$ cat config.mk
export PLATFORM = sky130hd
export DESIGN_NAME = sprinkler_zone_sequencer
export DESIGN_NICKNAME = d
export VERILOG_FILES = /design/src/rtl/sprinkler_pkg.sv /design/src/rtl/sprinkler_zone_sequencer_tick_prescaler.sv /design/src/rtl/sprinkler_zone_sequencer.sv
export SDC_FILE = /design/constraint.sdc
export NUM_CORES = 1
export LEC_CHECK = 0
export BUFFER_PORTS_ARGS = -buffer_cell sky130_fd_sc_hd__buf_2
export CAP_MARGIN = 20
export CORE_MARGIN = 3
export CORE_UTILIZATION = 56
export CTS_BUF_LIST = sky130_fd_sc_hd__clkbuf_4
export DETAILED_ROUTE_END_ITERATION = 10
export PLACE_DENSITY_LB_ADDON = 0.3
export SYNTH_ARGS = -nofsm -noshare
export SYNTH_HDL_FRONTEND = slang
export SYNTH_HIERARCHICAL = 1
export SYNTH_SLANG_ARGS = --single-unit
$ cat constraint.sdc
create_clock -name clk -period 2.8 [get_ports clk]
set_clock_uncertainty 0.1 [all_clocks]
set_input_delay 0.14 -clock clk [delete_from_list [all_inputs] [get_ports clk]]
set_output_delay 0.14 -clock clk [all_outputs]
set_load 0.01 [all_outputs]
$ cat src/rtl/sprinkler_pkg.sv
// Shared types and helpers for the sprinkler zone sequencer.
// Latency: n/a (package only).
// Backpressure: n/a.
// Contents: FSM state enum, zone count/width, lowest-set-bit zone search.
package sprinkler_pkg;

  localparam int NUM_ZONES = 8;
  localparam int ZONE_W    = 3;

  typedef enum logic [2:0] {
    IDLE,
    SELECT,
    WATER,
    GAP,
    DONE
  } state_t;

  typedef struct packed {
    logic              found;
    logic [ZONE_W-1:0] zone;
  } zone_pick_t;

  // Lowest set mask bit with index >= lo. Scanning downwards lets the
  // lowest qualifying index win. A lo past the top zone yields found=0,
  // so there is no wrap past zone 7.
  function automatic zone_pick_t lowest_from(input logic [NUM_ZONES-1:0] mask,
                                             input int lo);
    zone_pick_t pick;
    pick.found = 1'b0;
    pick.zone  = '0;
    for (int i = NUM_ZONES - 1; i >= 0; i--) begin
      if (mask[i] && (i >= lo)) begin
        pick.found = 1'b1;
        pick.zone  = ZONE_W'(i);
      end
    end
    return pick;
  endfunction

endpackage

$ cat src/rtl/sprinkler_zone_sequencer_tick_prescaler.sv
// Purpose: divides clk into a 1-cycle tick pulse every TICK_DIV cycles while run=1.
// Latency: first tick TICK_DIV run-cycles after clr; tick is combinational from the count.
// Backpressure: run=0 freezes the count; clr has priority and restarts a full period.
// Ports: clk, rst_n (sync, active-low), clr, run -> tick.
module tick_prescaler #(
  parameter int TICK_DIV = 50_000_000
) (
  input  logic clk,
  input  logic rst_n,
  input  logic clr,
  input  logic run,
  output logic tick
);

  localparam int CNT_W = (TICK_DIV > 1) ? $clog2(TICK_DIV) : 1;
  localparam logic [CNT_W-1:0] LAST = CNT_W'(TICK_DIV - 1);

  logic [CNT_W-1:0] cnt;

  always_ff @(posedge clk) begin
    if (!rst_n) begin
      cnt <= '0;
    end else if (clr) begin
      cnt <= '0;
    end else if (run) begin
      cnt <= (cnt == LAST) ? '0 : cnt + 1'b1;
    end
  end

  // Deliberately independent of clr: clr is derived from the FSM next
  // state, which itself depends on tick.
  assign tick = run && (cnt == LAST);

endmodule

$ cat src/rtl/sprinkler_zone_sequencer.sv
// Purpose: walks zones 0..7 once per start, opening each zone set in zone_mask for dwell ticks,
//          with GAP_TICKS closed-valve ticks between zones; drives decoder E and select A,B,C.
// Latency: start sampled in cycle n -> busy/SELECT in n+1, E=1 in n+2; E high dwell*TICK_DIV clks.
// Backpressure: none; start ignored while busy, abort wins over everything and returns to IDLE.
// Ports: clk, rst_n (sync, active-low), start, abort, zone_mask[7:0], dwell[DWELL_W-1:0]
//        -> E, A, B, C, cur_zone[2:0], busy, done. All outputs come straight from registers.
// Option: define RAIN_SENSOR_EN to add input rain; rain=1 during WATER closes the valve and
//         freezes the tick and dwell counts. Without it the design behaves as if rain were 0.
// GAP_TICKS must be at least 1.
module sprinkler_zone_sequencer #(
  parameter int TICK_DIV  = 50_000_000,
  parameter int DWELL_W   = 8,
  parameter int GAP_TICKS = 2
) (
  input  logic                            clk,
  input  logic                            rst_n,
  input  logic                            start,
  input  logic                            abort,
`ifdef RAIN_SENSOR_EN
  input  logic                            rain,
`endif
  input  logic [sprinkler_pkg::NUM_ZONES-1:0] zone_mask,
  input  logic [DWELL_W-1:0]              dwell,
  output logic                            E,
  output logic                            A,
  output logic                            B,
  output logic                            C,
  output logic [sprinkler_pkg::ZONE_W-1:0] cur_zone,
  output logic                            busy,
  output logic                            done
);

  import sprinkler_pkg::*;

  localparam int GAP_W = (GAP_TICKS > 1) ? $clog2(GAP_TICKS) : 1;
  localparam logic [GAP_W-1:0] GAP_LAST = GAP_W'(GAP_TICKS - 1);

`ifndef RAIN_SENSOR_EN
  logic rain;
  assign rain = 1'b0;
`endif

  state_t                 state_q, state_d;
  logic [ZONE_W-1:0]      zone_q, zone_d;
  logic                   e_q, e_d;
  logic                   busy_q, busy_d;
  logic                   done_q, done_d;
  logic [NUM_ZONES-1:0]   mask_q, mask_d;
  logic [DWELL_W-1:0]     dwell_q, dwell_d;
  logic [DWELL_W-1:0]     dwell_cnt_q, dwell_cnt_d;
  logic [GAP_W-1:0]       gap_cnt_q, gap_cnt_d;

  logic       tick;
  logic       presc_clr;
  logic       presc_run;
  zone_pick_t first_pick;
  zone_pick_t next_pick;

  // First zone comes from the live mask (it is latched the same edge);
  // later zones come from the latched copy, strictly above the current one.
  assign first_pick = lowest_from(zone_mask, 0);
  assign next_pick  = lowest_from(mask_q, int'(zone_q) + 1);

  // Prescaler only runs in the two timed states. Clearing on every state
  // change makes the first tick of each WATER/GAP a full period.
  assign presc_run = ((state_q == WATER) && !rain) || (state_q == GAP);
  assign presc_clr = ((state_q != WATER) && (state_q != GAP)) || (state_d != state_q);

  tick_prescaler #(
    .TICK_DIV (TICK_DIV)
  ) u_tick_prescaler (
    .clk   (clk),
    .rst_n (rst_n),
    .clr   (presc_clr),
    .run   (presc_run),
    .tick  (tick)
  );

  always_ff @(posedge clk) begin
    if (!rst_n) begin
      state_q     <= IDLE;
      zone_q      <= '0;
      e_q         <= 1'b0;
      busy_q      <= 1'b0;
      done_q      <= 1'b0;
      mask_q      <= '0;
      dwell_q     <= '0;
      dwell_cnt_q <= '0;
      gap_cnt_q   <= '0;
    end else begin
      state_q     <= state_d;
      zone_q      <= zone_d;
      e_q         <= e_d;
      busy_q      <= busy_d;
      done_q      <= done_d;
      mask_q      <= mask_d;
      dwell_q     <= dwell_d;
      dwell_cnt_q <= dwell_cnt_d;
      gap_cnt_q   <= gap_cnt_d;
    end
  end

  always_comb begin
    state_d     = state_q;
    zone_d      = zone_q;
    e_d         = 1'b0;
    busy_d      = busy_q;
    done_d      = 1'b0;
    mask_d      = mask_q;
    dwell_d     = dwell_q;
    dwell_cnt_d = dwell_cnt_q;
    gap_cnt_d   = gap_cnt_q;

    unique case (state_q)
      IDLE: begin
        if (start && !abort) begin
          mask_d = zone_mask;
          dwell_d = dwell;
          busy_d = 1'b1;
          // Nothing to water: finish without ever powering a valve.
          if ((zone_mask == '0) || (dwell == '0)) begin
            state_d = DONE;
          end else begin
            zone_d  = first_pick.zone;
            state_d = SELECT;
          end
        end
      end

      SELECT: begin
        // Address has had this cycle to settle; power the valve next.
        state_d     = WATER;
        e_d         = 1'b1;
        dwell_cnt_d = '0;
      end

      WATER: begin
        e_d = !rain;
        if (tick) begin
          if (dwell_cnt_q == dwell_q - DWELL_W'(1)) begin
            e_d         = 1'b0;
            dwell_cnt_d = '0;
            gap_cnt_d   = '0;
            state_d     = next_pick.found ? GAP : DONE;
          end else begin
            dwell_cnt_d = dwell_cnt_q + DWELL_W'(1);
          end
        end
      end

      GAP: begin
        // Select keeps the previous zone here; the next zone is loaded on
        // the way into SELECT so the address changes with E already low.
        if (tick) begin
          if (gap_cnt_q == GAP_LAST) begin
            zone_d    = next_pick.zone;
            gap_cnt_d = '0;
            state_d   = SELECT;
          end else begin
            gap_cnt_d = gap_cnt_q + GAP_W'(1);
          end
        end
      end

      DONE: begin
        done_d  = 1'b1;
        busy_d  = 1'b0;
        state_d = IDLE;
      end

      default: begin
        state_d = IDLE;
      end
    endcase

    if (abort && (state_q != IDLE)) begin
      state_d     = IDLE;
      e_d         = 1'b0;
      busy_d      = 1'b0;
      done_d      = 1'b0;
      dwell_cnt_d = '0;
      gap_cnt_d   = '0;
    end
  end

  assign E         = e_q;
  assign {A, B, C} = zone_q;
  assign cur_zone  = zone_q;
  assign busy      = busy_q;
  assign done      = done_q;

endmodule

Yosys cells after proc, flatten, opt, wreduce, memory -nomap -nowiden:

Cells that the tools add are included.

* register bits after elaboration: 60
* input port bits: 20
* output and inout port bits: 9
* word-level logic and storage cells: 115

* $add $sub $neg: 5
* $lt $le $gt $ge: 8
* equality and inequality tests: 15
* mux-type cells: 45
* bitwise operators: 1
* reductions and logical operators: 31

Operators by type and width (number)
* $mux W3: 20
* $mux W4: 8
* $add A26 B1 Y26 const B: 1
* $eq A26 B26 Y1 const B: 1
* $mux W26: 1
* $ge A3 B4 Y1 const A: 4
* $logic_not A8 Y1: 2
* $mux W8: 2
* $pmux W8 S2: 1
* $logic_and A1 B1 Y1: 12
* $pmux W3 S4: 1
* $ne A2 B2 Y1 const B: 5
* $add A8 B1 Y8 const B: 1
* $eq A8 B8 Y1: 1
* $ge A1 B4 Y1 const A: 2
* $ge A2 B4 Y1 const A: 2
* $mux W1: 8
* $reduce_bool A2 Y1: 4
* $sub A8 B1 Y8 const B: 1
* $eq A3 B2 Y1 const B: 2
* $ne A3 B2 Y1 const B: 2
* $pmux W1 S2: 3
* $pmux W3 S2: 1
* $reduce_and A2 Y1: 3
* 14 further kinds: 17

Longest topological paths before layout:

* depth after elaboration: 19
* mapped depth: 15
* depth with buffers taken out: 12

Modules after synthesis:

The synthesis kept the hierarchy.

Modules (own cells, without submodules)
* sprinkler_zone_sequencer: instances 1, cells an instance 285, area each 2118.3 um2, seq. area each 680.7 um2
* tick_prescaler: instances 1, cells an instance 144, area each 1262.5 um2, seq. area each 520.5 um2

Worst setup path before layout:

No wires, ideal clock.

* path type: register to register
* from: register dwell_q[0]
* to: register u_tick_prescaler.cnt[0]
* setup time: 0.117 ns
* arrival: 2.636 ns
* required time: 2.583 ns
* slack: -0.053 ns
* stages on the path, launching flop included: 16
* path buffers: 3
* clock period less this slack: 2.853 ns
* cell sequence: dfxtp_1 -> buf_6 -> inv_1 -> ha_1 -> clkbuf_1 -> nor2b_1 -> or3_1 -> a31oi_1 -> and4_4 -> nand2_4 -> o21ai_2 -> a211o_1 -> and2b_2 -> o31ai_1 -> buf_2 -> nor2_1

* longest elaborated chain between the ends: 9

RTL lines
* start, declared: line sprinkler_zone_sequencer.sv:49 `logic [DWELL_W-1:0] dwell_q, dwell_d;`
* start signal, assigned: line sprinkler_zone_sequencer.sv:97 `dwell_q <= dwell_d;`
* $sub A8 B1 Y8: line sprinkler_zone_sequencer.sv:140 `if (dwell_cnt_q == dwell_q - DWELL_W'(1)) begin`
* $eq A8 B8 Y1: line sprinkler_zone_sequencer.sv:140
* $mux W3: line sprinkler_zone_sequencer.sv:140
* $mux W3: line sprinkler_zone_sequencer.sv:139 `if (tick) begin`
* $pmux W3 S4: line sprinkler_zone_sequencer.sv:114 `unique case (state_q)`
* $mux W3: line sprinkler_zone_sequencer.sv:176 `if (abort && (state_q != IDLE)) begin`
* $ne A3 B3 Y1: line sprinkler_zone_sequencer.sv:67 `assign presc_clr = ((state_q != WATER) && (state_q != GAP)) || (state_d != state_q);`
* $logic_or A1 B1 Y1: line sprinkler_zone_sequencer.sv:67
* via presc_clr: line sprinkler_zone_sequencer.sv:54 `logic presc_clr;`
* $reduce_or A2 Y1 (no source line)
* end signal, assigned: line sprinkler_zone_sequencer_tick_prescaler.sv:26 `cnt <= (cnt == LAST) ? '0 : cnt + 1'b1;`
* end, declared: line sprinkler_zone_sequencer_tick_prescaler.sv:18 `logic [CNT_W-1:0] cnt;`

The timed path passes the listed nets, and every way through them passes these cells.
A chain may end at the register's enable or synchronous reset.

Worst setup path after layout:

* from: register dwell_q[0]
* to: register u_tick_prescaler.cnt[24]

Same word-level chain as after synthesis.

==> results.cfg <==
[run]
max_cap_violations = 0

[yosys]
synth_ff_type = dfxtp_1
netlist_top_cells_count = dfxtp_1, nand2_1, nor2_1
synth_fp_nets = 456
yosysUniqueCellTypes = 58
synth_largest_area_cell = dfxtp_1
ys_seq_elements = 60
yosysMostFrequentCell = dfxtp_1
syn_inst = 429
ys_warn_count = 6
async_flop_share_pct = 0
yosys-top-cells-area = dfxtp_1, nand2_1, nor2_1
netlist_area_mm2 = 0.00338
ys_seq_area_share_pct = 35.5
synth_area_per_cell_um2 = 7.88
yosys.area.top_type_share_pct = 35.5
synth_edf_count = 0

[global_route]
grt_use_met3_pct = 5.03
grt_util_met2_pct = 40.9
grt-ovfl-total = 0
gr-usage-met1_pct = 32.7
grt_max_degree = 24
antenna_found_initial = 1
grt_pass1_wl_um = 14700
first_global_vias = 3156
grt_use_total_pct = 25.6
busiest_layer = met2

[pwr]
finalPower_w = 0.00183
power_density_mw_per_mm2 = 443
vdd_ir_drop_max_v = 0.000330
p_leak_nw = 1.49

[clocking]
clk_latency_ns = 0.41
clk_pin_slew_ns = 0.10
clockBufferDepth = 2
cts_tree = built
cts_root_buf = clkbuf_4
cts_max_level = 3
cts_sinks = 60
cts_buffers = 9

[worst_setup_path]
cp-end-kind = register
critPathLaunchType = register
cp.required_ns = 3.05
worst_ep_arrival_time_ns = 2.96
crit_fanout = 5
critPathKind = register to register

[finish]
nets = 509
fin_cells = 559
layout-drive-gt1-share_pct = 20.2
final_util_pct = 72.8
syn2layout_area_growth_pct = 22.1

[floorplanning]
die_h_um = 83.7
core_area_mm2 = 0.00568
start_util_pct = 59.6
io_pins = 29
placementRows = 27
fp.dieArea_mm2 = 0.00701
dieWidth_um = 83.7

[sta]
tightest_slew_ns = 0.641
max_slew_margin_pct = 57.1
setup-tns-final_ns = 0
timing.final.crit_share_pct = 96.7
setup_violations = 0
hold_viol = 0
fmax_ghz = 0.369
period_needed_ns = 2.71
setup_slack_ns = 0.0933
slew_viol_final = 0

[drt]
drc_errors = 0
post_drt_wl_per_cell_um = 16.4
drtIter0Drc = 206
num_vias = 3511
routed_wl_um = 9160
dr.pass1.iters = 5
via_per_inst = 6.28
ant_nets = 0

[outcome]
status = finished clean

[hold_path]
hold_path.class = input pin to register

[placement]
place_congestion = 0.929
port_buffers = 28
dp_hpwl_um = 5460
pre_cts_slack_ns = 0.0518
placed_cells = 519
-- report_power, final --
group | internal, W | switching (W)
logic | 0.000115 | 0.000131
clock network | 0.000364 | 0.000324
registers | 0.000871 | 0.0000238
-- sequential cells by signal, summed over array words and instances, names as in the netlist --
signal and cells:
dwell_q 8, dwell_cnt_q 8, busy 1, done 1
state_q 3, gap_cnt_q 1, mask_q 8, E 1
cur_zone 3, u_tick_prescaler/cnt 26
-- stage by stage --
| step | area (um^2) | hold WS, ns |
|---|---|---|
| 3_5_place_dp | 3590 | 0.316 |
| 6_report | 4130 | 0.0615 |
| 3_3_place_gp | 3590 | 0.309 |
| 2_1_floorplan | 3390 | 0.185 |
| 4_1_cts | 3970 | 0.0375 |
| 5_1_grt | 4130 | 0.0736 |
-- cell usage in the layout (no fill, tap or decap), types with 3 or more instances in the layout --
master	n
inv_1	14
ha_1	6
a21boi_0	16
a21oi_2	11
dfxtp_1	58
o311ai_0	3
nor4_1	6
nand4_1	14
and4_1	3
nand2_1	59
buf_6	3
clkbuf_4	10
o21ai_0	17
a31oi_1	4
xnor2_1	14
or3_1	6
nor3_1	7
dlygate4sd3_1	16
xor2_1	9
o31a_1	3
o31ai_1	8
buf_4	12
or4_1	6
nand2b_1	5
nor2_1	46
nor2b_1	5
nand3_1	14
buf_2	28
and3_1	6
a21oi_1	18
-- cell type report --
type	count	area [um^2]
Tap cell	72	90.1
Antenna cell	1	2.50
Timing Repair Buffer	62	494
Sequential cell	60	1210
Clock inverter	5	77.6
Clock buffer	10	75.1
Multi-Input combinational cell	333	2120
Fill cell	406	1550
Inverter	16	62.6
-- metal layers --
metal / up-vias / wire length [um]
li1: 1665 / -
met1: 1646 / 3910
met2: 161 / 4240
met3: 39 / 575
met4: 0 / 429
met5: - / 0
-- worst paths after layout --
| check | from | end | slack [ns] | cells past startpoint |
|---|---|---|---|---|
| setup reg to reg | dwell_q[0] | u_tick_prescaler/cnt[24] | 0.09 | 11 |
| setup / recovery | dwell_q[0] | u_tick_prescaler/cnt[24] | 0.09 | 11 |
| hold reg to reg | mask_q[2] | mask_q[2] | 0.39 | 2 |
| hold / removal | abort | u_tick_prescaler/cnt[10] | 0.06 | 4 |
-- critical path: stages, from the launching register on --
cell	delay, ns
dfxtp_4	0.37
or4_4	0.52
and3_4	0.19
a211o_1	0.22
and4_4	0.19
nand2_4	0.06
o21ai_2	0.05
a211o_1	0.30
and2b_2	0.23
o31ai_4	0.13
clkbuf_16	0.19
a21oi_1	0.10
-- repair_timing --
item,CTS,global route
pin swaps,2,10
setup buffers,2,3
hold buffers,16,0
endpoints found under the setup margin,21,29
hold endpoints to repair,16,0
gates resized for setup,3,31
gates cloned,2,1
-- cells by family (layout without fill, tap and decap cells) --
logic type | count (synthesis) | count (layout) | share of synthesized area (%)
AO/OA/AOI/OAI | 103 | 103 | 20.1
XOR/XNOR | 23 | 23 | 5.96
adder cells (fa/ha/maj) | 7 | 7 | 2.59
buffers and inverters | 36 | 93 | 5.18
flip-flops | 60 | 60 | 35.5
multiplexers | 1 | 1 | 0.296
other | 0 | 1 | 0
AND/OR/NAND/NOR | 199 | 199 | 30.3
Power figures use the tool's default switching activity.
